--- src/rtl/prime_pkg.sv ---
// Shared constants and helpers for the prime result buffer slice.
package prime_pkg;

  localparam int unsigned DEF_DATA_W = 8;
  localparam int unsigned DEF_CNT_W  = 16;
  localparam int unsigned DEF_DEPTH  = 8;
  localparam int unsigned MIN_PRIME  = 2;

  // Bits needed to index v entries (v >= 2).
  function automatic int unsigned clog2(input int unsigned v);
    int unsigned r;
    r = 0;
    for (int i = 0; i < 32; i++) begin
      if ((32'd1 << i) < v) r = 32'(i + 1);
    end
    return r;
  endfunction

endpackage

--- src/rtl/prime_fifo.sv ---
// Synchronous first-word-fall-through FIFO; head is visible combinationally.
module prime_fifo
  import prime_pkg::*;
#(
  parameter int unsigned DATA_W = DEF_DATA_W,
  parameter int unsigned DEPTH  = DEF_DEPTH
) (
  input  logic              clk,
  input  logic              reset,
  input  logic              clear,
  input  logic              push,
  input  logic [DATA_W-1:0] din,
  input  logic              pop,
  output logic [DATA_W-1:0] dout,
  output logic              full,
  output logic              empty
);

  localparam int unsigned PTR_W = clog2(DEPTH);

  logic [DATA_W-1:0] mem [DEPTH];
  logic [PTR_W-1:0]  wr_ptr;
  logic [PTR_W-1:0]  rd_ptr;
  logic [PTR_W:0]    count;
  logic              do_pop;

  assign empty  = (count == '0);
  assign full   = (count == (PTR_W + 1)'(DEPTH));
  assign do_pop = pop && !empty;
  assign dout   = empty ? '0 : mem[rd_ptr];

  // Storage carries no reset; a cleared FIFO is simply empty.
  always_ff @(posedge clk) begin
    if (push && !clear) mem[wr_ptr] <= din;
  end

  always_ff @(posedge clk or posedge reset) begin
    if (reset) begin
      wr_ptr <= '0;
      rd_ptr <= '0;
      count  <= '0;
    end else if (clear) begin
      wr_ptr <= '0;
      rd_ptr <= '0;
      count  <= '0;
    end else begin
      if (push)   wr_ptr <= wr_ptr + PTR_W'(1);
      if (do_pop) rd_ptr <= rd_ptr + PTR_W'(1);
      case ({push, do_pop})
        2'b10:   count <= count + (PTR_W + 1)'(1);
        2'b01:   count <= count - (PTR_W + 1)'(1);
        default: count <= count;
      endcase
    end
  end

endmodule

--- src/rtl/prime_result_buffer.sv ---
// Buffers qualified primes from the checker and keeps running statistics.
module prime_result_buffer
  import prime_pkg::*;
#(
  parameter int unsigned DATA_W = DEF_DATA_W,
  parameter int unsigned DEPTH  = DEF_DEPTH,
  parameter int unsigned CNT_W  = DEF_CNT_W
) (
  input  logic              clk,
  input  logic              reset,
  input  logic              clear,
  input  logic              in_valid,
  input  logic [DATA_W-1:0] in_num,
  input  logic              in_is_prime,
  output logic              out_valid,
  input  logic              out_ready,
  output logic [DATA_W-1:0] out_num,
  output logic              full,
  output logic              empty,
  output logic [CNT_W-1:0]  prime_count,
  output logic [CNT_W-1:0]  drop_count,
  output logic [DATA_W-1:0] max_prime,
  output logic              bad_verdict
);

  logic claimed;
  logic qualified;
  logic bad_sample;
  logic pop;
  logic push;
  logic drop;

  assign claimed    = in_valid && in_is_prime;
  assign qualified  = claimed && (in_num >= DATA_W'(MIN_PRIME));
  assign bad_sample = claimed && (in_num <  DATA_W'(MIN_PRIME));
  assign pop        = out_valid && out_ready;
  assign push       = qualified && (!full || pop);
  assign drop       = qualified && full && !pop;
  assign out_valid  = !empty;

  prime_fifo #(
    .DATA_W (DATA_W),
    .DEPTH  (DEPTH)
  ) u_fifo (
    .clk   (clk),
    .reset (reset),
    .clear (clear),
    .push  (push),
    .din   (in_num),
    .pop   (pop),
    .dout  (out_num),
    .full  (full),
    .empty (empty)
  );

  // Statistics; counters hold at all-ones instead of wrapping.
  always_ff @(posedge clk or posedge reset) begin
    if (reset) begin
      prime_count <= '0;
      drop_count  <= '0;
      max_prime   <= '0;
      bad_verdict <= 1'b0;
    end else if (clear) begin
      prime_count <= '0;
      drop_count  <= '0;
      max_prime   <= '0;
      bad_verdict <= 1'b0;
    end else begin
      if (qualified && (prime_count != '1)) prime_count <= prime_count + CNT_W'(1);
      if (drop && (drop_count != '1))       drop_count  <= drop_count + CNT_W'(1);
      if (qualified && (in_num > max_prime)) max_prime  <= in_num;
      if (bad_sample)                        bad_verdict <= 1'b1;
    end
  end

endmodule
--- config.mk ---
export PLATFORM = sky130hd
export DESIGN_NAME = prime_result_buffer
export DESIGN_NICKNAME = d
export VERILOG_FILES = /design/src/rtl/prime_pkg.sv /design/src/rtl/prime_fifo.sv /design/src/rtl/prime_result_buffer.sv
export SDC_FILE = /design/constraint.sdc
export NUM_CORES = 1
export LEC_CHECK = 0
export ABC_AREA = 1
export CAP_MARGIN = 15
export CORE_UTILIZATION = 40
export DETAILED_ROUTE_END_ITERATION = 8
export PLACE_DENSITY = 0.59
export REMOVE_ABC_BUFFERS = 1
export SETUP_SLACK_MARGIN = 0.3
export SLEW_MARGIN = 20
export SYNTH_ARGS = -nofsm -noshare
export SYNTH_HDL_FRONTEND = slang
export SYNTH_SLANG_ARGS = --single-unit
--- constraint.sdc ---
create_clock -name clk -period 2.2 [get_ports clk]
set_input_delay 0.33 -clock clk [delete_from_list [all_inputs] [get_ports clk]]
set_output_delay 0.33 -clock clk [all_outputs]
set_load 0.005 [all_outputs]
# Word level (Yosys, flattened, before mapping)
# Memories as Yosys holds them, arrays and structs flattened.
# Index checks and enable logic that the tools add are counted.
# word_totals
ff_bits	51
ram_bits	64
in_bits	14
output_inout_bits	52
word_cells	64
n_memories	1
# memory_table
memory	words	width	read_ports	rd_ports_with_merged_regs	wr	line_no	source
u_fifo.mem	8	8	1	0	1	prime_fifo.sv:21	logic [DATA_W-1:0] mem [DEPTH];
# op_classes
n_addsub	6
order_cmp	3
eq_ne	5
mux	17
n_reduce_logical	25
# ops
cell	n
two-way mux 16 bit	4
adder 16 x 1 -> 16 bit, second input constant	2
!= test 16 bit, second input constant	2
two-way mux 8 bit	3
logical AND 1 bit	12
two-way mux 3 bit	4
nonzero test 2 bit	6
greater-or-equal comparator 8 x 2 -> 1 bit, second input constant	1
> comparator 8 bit	1
less-than comparator 8 x 2 -> 1 bit, second input constant	1
one-hot mux 4 bit (2 select lines)	1
adder 3 x 1 -> 3 bit, second input constant	2
adder 4 x 1 -> 4 bit, second input constant	1
equality test 4 bit, second input constant	1
zero test 1 bit	4
zero test 4 bit	1
two-way mux 1 bit	4
two-way mux 4 bit	1
subtractor 4 x 1 -> 4 bit, second input constant	1
nonzero test 3 bit	1
equality test 2 x 1 -> 1 bit, second input constant	1
equality test 2 bit, second input constant	1
logical OR 1 bit	1

# Logic depth before layout (Yosys ltp)
# Gate-level depths: netlist of the first run.
# depth
word_depth	8
depth_mapped	14
depth_no_buf	14

# Hierarchy
# From an unflattened synthesis of the first run, not the netlist that was laid out.
# hier_totals
hier_cells	687
area_unflattened_um2	5978.2
# modules_own_cells
module	instances	cells_each	area_per_inst_um2	seq_area_each_um2
prime_fifo	1	275	3134.3	2172.1
prime_result_buffer	1	412	2844.0	1026.0

# Worst setup path before layout of the first run
# OpenSTA, ideal clock, no wires.
# synth_timing
path_kind	input to register
start	input in_valid
end	memory u_fifo.mem[4][0] in the netlist's numbering (enable)
arrival_time_ns	1.655
path_slack_ns	0.161
stages	8
path_cell_list	nand2_1 > inv_1 > o21ai_4 > nor2_1 > inv_1 > nor2_1 > nand2_1 > nor3_1
# synth_via
elab_chain_cells	6
# synth_rtl
item	line_no	source
from (decl)	prime_result_buffer.sv:12	input logic in_valid,
logical AND 1 bit	prime_result_buffer.sv:33	assign claimed = in_valid && in_is_prime;
logical AND 1 bit	prime_result_buffer.sv:34	assign qualified = claimed && (in_num >= DATA_W'(MIN_PRIME));
logical AND 1 bit	prime_result_buffer.sv:37	assign push = qualified && (!full || pop);
logical AND 1 bit	prime_fifo.sv:34	if (push && !clear) mem[wr_ptr] <= din;
two-way mux 1 bit	prime_fifo.sv:34	
two-way mux 1 bit (not written as such)	prime_fifo.sv:34	
to (decl)	prime_fifo.sv:21	
# Every way passes these cells.

# Worst setup path in the final report of the first run
# layout_timing
start	register u_fifo.rd_ptr[0]
end	output out_num[4]
# layout_via
elab_chain_cells	2
# layout_rtl
item	line_no	source
from (decl)	prime_fifo.sv:23	logic [PTR_W-1:0] rd_ptr;
from (signal assigned)	prime_fifo.sv:48	if (do_pop) rd_ptr <= rd_ptr + PTR_W'(1);
memory (8 x 8 bit)	-	
two-way mux 8 bit	prime_fifo.sv:30	assign dout = empty ? '0 : mem[rd_ptr];
to (decl)	prime_result_buffer.sv:17	output logic [DATA_W-1:0] out_num,
# Every way passes these cells.

==> results of run 1 <==
[area by class of cell]
class | instances | area, sq um | share of cell area
flip-flops and latches | 115 | 3200 | 0.414
multi-input cells | 395 | 2200 | 0.284
repair buffers | 124 | 1230 | 0.159
clock buffers | 18 | 439 | 0.0567
inverters | 68 | 263 | 0.0339
well taps | 176 | 220 | 0.0284
clock inverters | 14 | 186 | 0.0241
[sequential cells by signal (all words and copies together), names as in the netlist]
register / count
prime_count: 16
bad_verdict: 1
u_fifo.mem: 64
drop_count: 16
u_fifo.rd_ptr: 3
u_fifo.wr_ptr: 3
u_fifo.count: 4
max_prime: 8
[power by group through the flow]
stage                     sequential [mW]  combinational (mW)  clock (mW)
after floorplan                      2.48               0.715           0
after global placement               2.44                1.50           0
after detailed placement             2.45                1.52           0
after CTS                            2.42                1.78        2.94
after global routing                 2.44                2.10        3.02
final                                2.43                1.94        2.90
[cells in the mapped netlist (all sizes together)]
cell type / instances
ha: 14
nand4: 18
nor2: 92
nand3b: 1
a31oi: 12
o22ai: 9
inv: 68
nor4: 1
xor2: 7
o21ai: 73
a21oi: 18
buf: 5
nor3: 19
o21a: 5
a211oi: 1
dfrtp: 51
edfxtp: 64
clkbuf: 11
xnor2: 1
o31ai: 5
nand2: 88
nand3: 31
[worst reg2reg max path, stage by stage (launching register included)]
cell     delay (ps)
dfrtp_2         430
nor2_4           50
nand2_4          70
inv_2            50
nor2_4          230
buf_4           160
nand3_1          90
nand2_1          80
inv_1            40
ha_1            170
inv_1            50
nand2_1          50
xnor2_1         120
o22ai_1          80
[final timing paths]
path,from,to,slack [ps],depth (start not counted)
min in group clk,in_num[4],u_fifo.mem[3][4],380,2
worst min-delay path,reset,prime_count[13],260,2
max in group asynchronous,reset,u_fifo.rd_ptr[0],1420,3
worst max register to register,u_fifo.count[3],u_fifo.count[2],410,13
worst max-delay path,u_fifo.rd_ptr[0],out_num[4],80,7
worst min register to register,bad_verdict,bad_verdict,500,2
[stage by stage]
stage          hold WS, ps  utilization  cells
2_1_floorplan          393            -    578
3_3_place_gp           482        0.502    860
3_5_place_dp           499        0.502    860
4_1_cts                285        0.561    904
5_1_grt                304        0.576    910
6_report               265        0.576    910
[layer usage]
layer / up-vias / part of all wire
met4: 0 / 0.0050
met2: 148 / 0.49
met5: - / 0
li1: 2306 / -
met1: 2285 / 0.44
met3: 8 / 0.064
[cells by family after synthesis]
family | after synthesis | share of synthesized area
AOI/OAI and AO/OA | 123 | 0.123
and+or+nand+nor | 250 | 0.202
adders and majority gates | 14 | 0.0313
buffers and inverters | 84 | 0.0593
xor gates and xnor gates | 8 | 0.0125
DFF | 115 | 0.572
[timing repair]
item	CTS	global route
setup buffers	9	4
gates cloned	3	2
resized for setup	64	43
pin swaps	17	10
endpoints found under the setup margin	13	90
==> results by group, run 1 <==
Critical path
  • CP bufs+invs: 3
  • Crit-path slowest cell: dfrtp_2
  • CP delay by family, top: compound AO/OA/AOI/OAI gates
  • Kind of critical path: flip-flop to output port
  • Required time worst endpoint: 1870 ps
  • CP cell instances: clkinv_4 > clkbuf_16 > nor2_1 > o22ai_1 > o21ai_0 > a31oi_1 > buf_2
  • Worst EP arrival: between 1500 and 2000 ps
  • Worst Path Max Fanout: 4
  • Crit path launch type: flip-flop
  • CP max stage delay: 450 ps
  • Crit end category: output port

Yosys
  • Netlist cell types: 39
  • Top cell type's share of synthesized area: 0.343
  • Yosys warns: 0
  • Cells after synthesis: about 600
  • Syn avg cell area: ~9.4 sq um
  • Flops & latches, synth: ~120
  • Post-synthesis sequential area ratio: 0.572
  • Cell area after synthesis: 0.00560 sq mm
  • Area leader, netlist: edfxtp_1
  • Cells taking the most area after synthesis: edfxtp_1 34%, dfrtp_1 23%, o21ai_0 6.3%

Timing
  • Final Worst Setup Slack: around 84 ps
  • Final Cycle Share: 0.962
  • Least-Margin Pin Slew: just over 500 ps
  • Final hold vios: 0
  • Rel. slew slack: 0.660
  • TNS Setup: 0 ps
  • Setup Viol. Count Final: 0
  • Tmin final: ~2100 ps
  • Unrepaired setup endpoints after global routing: yes
  • Max Clk Rate: between 0.4 and 0.5 GHz
  • Max Clock Skew: 14.6 ps
  • Fin. max-slew vios: 0

Floorplan
  • Die width: between 100 and 150 microns
  • Core area: 0.0135 sq mm
  • Starting density of the core: 0.416
  • FP Rows: 42
  • Io pins: between 60 and 70
  • Die height: roughly 120 microns
  • Die Footprint: 0.0145 sq mm

Global routing
  • Overflow after GRT: 0
  • GR Util All Layers: 0.217
  • Grt met2 use: 0.365
  • Largest net degree at the start of global routing: 24
  • Routing usage on met1: 0.278
  • GR Util met3: 0.0656
  • Initial antenna violation count: 0
  • Top Usage Layer GRT: met2
  • Vias in the first global route: 4669
  • First-pass GRT wire length: approximately 24000 microns

Routing
  • Vias: about 4700
  • Initial drt markers: ~350
  • Drt total wl: ~15000 microns
  • # DRC: 0
  • DR WL/cell: around 16 microns
  • Drt pass-1 iters: 4
  • Vias per cell: ~5.2
  • Antenna-violating nets left: 0

Place
  • Pre-CTS setup slack: -89.8 ps
  • PortBufs: 65
  • GP Congestion: 0.865
  • Area post-placement: a little under 0.007 sq mm
  • Dpl hpwl: approximately 10000 microns

Cells and area
  • Post-route cell area: a little under 0.008 sq mm
  • Most common cell after layout, fill and taps aside: nand2_1
  • Synth-to-layout area growth: 38.4%
  • Commonest non-fill, non-tap cells in the layout: 78 x nand2_1, 74 x nor2_1, 64 x edfxtp_1
  • Inserted Diodes: 0
  • Nets: approximately 750
  • Layout cell share with drive strength beyond 1: 0.213
  • Fill cell total of the finished layout: around 1200

Run status
  • Status: completed

Hold path
  • Hold Path Class: input port to async pin

Clock tree
  • CTS Sinks: between 100 and 150
  • Hold Buf Count CTS: 0
  • Clk Latency, worst-skew pair: 420 ps
  • Worst-path clk slew: roughly 60 ps
  • H-tree depth: 4
  • Max Root-Sink Buffers: 2
  • Root Driver: clkbuf_16
  • CTS tree: built
  • CTS Buf Count: 17

Run
  • Maxcap violations: 0

Power
  • VDD IR max: approximately 0.5 mV
  • Sequential Power Share: 0.334
  • Clock Power Share: 0.399
  • Net Sw Power: roughly 2 mW
  • Tot Pwr: roughly 7.3 mW
  • Sw Ratio: 0.283
  • Gate power share: 0.267
  • Pwr/cell area: about 940 mW/mm^2
  • LEAKAGE: approximately 3.1 nW
  • Pint: approximately 5.2 mW
No activity file was read; power rests on OpenSTA's default activity.
==> run 2: changes to the inputs <==
--- a/config.mk
+++ b/config.mk
@@ -12,7 +12,7 @@
 export PLACE_DENSITY = 0.59
 export REMOVE_ABC_BUFFERS = 1
 export SETUP_SLACK_MARGIN = 0.3
-export SLEW_MARGIN = 20
+export SLEW_MARGIN = 10
 export SYNTH_ARGS = -nofsm -noshare
 export SYNTH_HDL_FRONTEND = slang
 export SYNTH_SLANG_ARGS = --single-unit
==> results of run 2 <==
The final DEF is identical to that of run 1; final timing and power are the same.
==> run 3: changes to the inputs <==
--- a/config.mk
+++ b/config.mk
@@ -7,8 +7,10 @@
 export LEC_CHECK = 0
 export ABC_AREA = 1
 export CAP_MARGIN = 15
+export CORE_ASPECT_RATIO = 0.75
 export CORE_UTILIZATION = 40
 export DETAILED_ROUTE_END_ITERATION = 8
+export GPL_TIMING_DRIVEN = 0
 export PLACE_DENSITY = 0.59
 export REMOVE_ABC_BUFFERS = 1
 export SETUP_SLACK_MARGIN = 0.3
==> results by group, run 3 (synthesized netlist as in run 1, its figures left out) <==
Run status
  • Status: finished, violations left
  • Failing checks: design-rule violations

Clock tree
  • Clk Latency, worst-skew pair: roughly 410 ps
  • CTS Sinks: roughly 120
  • Worst-path clk slew: ~60 ps
  • H-tree depth: 4
  • CTS Buf Count: 17
  • CTS tree: built
  • Root Driver: clkbuf_16
  • Hold Buf Count CTS: 0
  • Max Root-Sink Buffers: 2

Timing
  • Fin. max-slew vios: 0
  • Rel. slew slack: 0.677
  • TNS Setup: 0 ps
  • Tmin final: approximately 2200 ps
  • Final Worst Setup Slack: around 33 ps
  • Max Clk Rate: around 0.46 GHz
  • Max Clock Skew: between 6 and 7 ps
  • Unrepaired setup endpoints after global routing: yes
  • Least-Margin Pin Slew: approximately 480 ps
  • Setup Viol. Count Final: 0
  • Final Cycle Share: 0.985
  • Hold WS: around 260 ps
  • Final hold vios: 0

Critical path
  • CP bufs+invs: 4
  • CP cell instances: clkinvlp_4 > buf_6 > buf_6 > o21ai_1 > o22ai_1 > o21ai_1 > a31oi_1 > buf_2
  • Required time worst endpoint: roughly 1900 ps
  • CP max stage delay: between 400 and 500 ps
  • Crit-path slowest cell: dfrtp_4
  • CP delay by family, top: flip-flops
  • Crit path launch type: flip-flop
  • Worst EP arrival: 1840 ps
  • Worst Path Max Fanout: 4
  • Crit end category: output port
  • Kind of critical path: flip-flop to output port

Power
  • Net Sw Power: 2.16 mW
  • Pint: 5.34 mW
  • Tot Pwr: ~7.5 mW
  • Sw Ratio: 0.288
  • Clock Power Share: 0.405
  • LEAKAGE: 3.16 nW
  • VDD IR max: between 0.5 and 0.6 mV
  • Pwr/cell area: around 940 mW/mm^2
  • Gate power share: 0.271
  • Sequential Power Share: 0.324

Cells and area
  • Non-filler instance count after layout: 916
  • Largest registers: u_fifo.mem: 64 flops, drop_count: 16 flops, prime_count: 16 flops
  • Final Util: 0.582
  • Fill cell total of the finished layout: 1094
  • Most common cell after layout, fill and taps aside: nand2_1
  • Post-route cell area: roughly 0.0080 sq mm
  • Inserted Diodes: 0
  • Nets: approximately 760
  • Commonest non-fill, non-tap cells in the layout: 78 x nand2_1, 75 x nor2_1, 64 x edfxtp_1
  • Synth-to-layout area growth: 42.6%
  • Layout cell share with drive strength beyond 1: 0.248
  • Top reg by flops: u_fifo.mem
  • Largest register FFs: between 60 and 70

Global routing
  • Initial antenna violation count: 0
  • Vias in the first global route: between 4000 and 5000
  • Overflow after GRT: 0
  • Largest net degree at the start of global routing: 32
  • GR Util All Layers: 0.212
  • First-pass GRT wire length: approximately 24000 microns

Routing
  • Initial drt markers: ~380
  • Antenna-violating nets left: 0
  • Drt pass-1 iters: 7
  • Vias: between 4000 and 5000
  • DR WL/cell: 16.6 microns
  • # DRC: 4
  • Drt total wl: approximately 15000 microns
  • Vias per cell: between 5 and 6

Hold path
  • Hold Path Class: input port to flip-flop

Floorplan
  • Starting density of the core: 0.408
  • Die Footprint: between 0.01 and 0.015 sq mm
  • Die height: approximately 100 microns
  • FP Rows: 37
  • Core area: between 0.01 and 0.015 sq mm
  • Io pins: 66
  • Die width: 139 microns

Place
  • Placed Cells: 820
  • GP Congestion: just under 0.9
  • Pre-CTS setup slack: -1300 ps
  • PortBufs: 65
  • Dpl hpwl: roughly 8600 microns
  • Area post-placement: 0.00645 sq mm

Run
  • Maxcap violations: 0
run 3: timing repair:
item / CTS / global route
buffers inserted: 35 / 26
pin swaps: 13 / 37
gates cloned: 2 / 1
resized for setup: 112 / 79
setup endpoints to repair: 117 / 102
run 3: power groups by stage:
stage	logic [mW]	registers [mW]	clock network [mW]
after floorplan	0.715	2.48	0
after global placement	1.22	2.52	0
after detailed placement	1.27	2.53	0
after CTS	1.69	2.43	3.08
after global routing	2.20	2.44	3.16
final	2.03	2.43	3.04
run 3: cell type report:
| cell class | count | area, sq um | area share |
|---|---|---|---|
| sequential | 115 | 3210 | 0.402 |
| clock buffer | 17 | 425 | 0.0533 |
| timing repair inverter | 2 | 12.5 | 0.00157 |
| timing repair buffer | 128 | 1290 | 0.162 |
| inverter | 68 | 275 | 0.0345 |
| multi-input combinational | 396 | 2320 | 0.291 |
| tap | 175 | 219 | 0.0275 |
| clock inverter | 15 | 228 | 0.0285 |
run 3: per-layer routing:
layer / up-vias / part of all wire / global-route usage
li1: 2332 / - / -
met1: 2348 / 0.47 / 0.297
met2: 149 / 0.46 / 0.322
met3: 23 / 0.054 / 0.0460
met4: 0 / 0.016 / 0.0803
met5: - / 0 / 0
run 3: worst paths after layout:
| kind | startpoint | endpoint | slack [ps] | cells after the start |
|---|---|---|---|---|
| worst max-delay path | u_fifo.rd_ptr[1] | out_num[4] | 30 | 8 |
| worst min-delay path | in_num[5] | u_fifo.mem[0][5] | 260 | 1 |
| worst max register to register | u_fifo.count[3] | u_fifo.mem[5][1] | 330 | 9 |
| worst min register to register | prime_count[8] | prime_count[8] | 510 | 1 |
| max in group asynchronous | reset | max_prime[5] | 1410 | 3 |
| min in group asynchronous | reset | drop_count[5] | 270 | 2 |
run 3: worst reg2reg max path, cell delays in order (launching register included):
cell,delay (ps)
dfrtp_2,450
nand3_2,100
buf_6,100
nor2_4,40
nor2_4,120
inv_2,80
nor2_4,200
nand2_4,130
nor3_4,200
buf_12,160
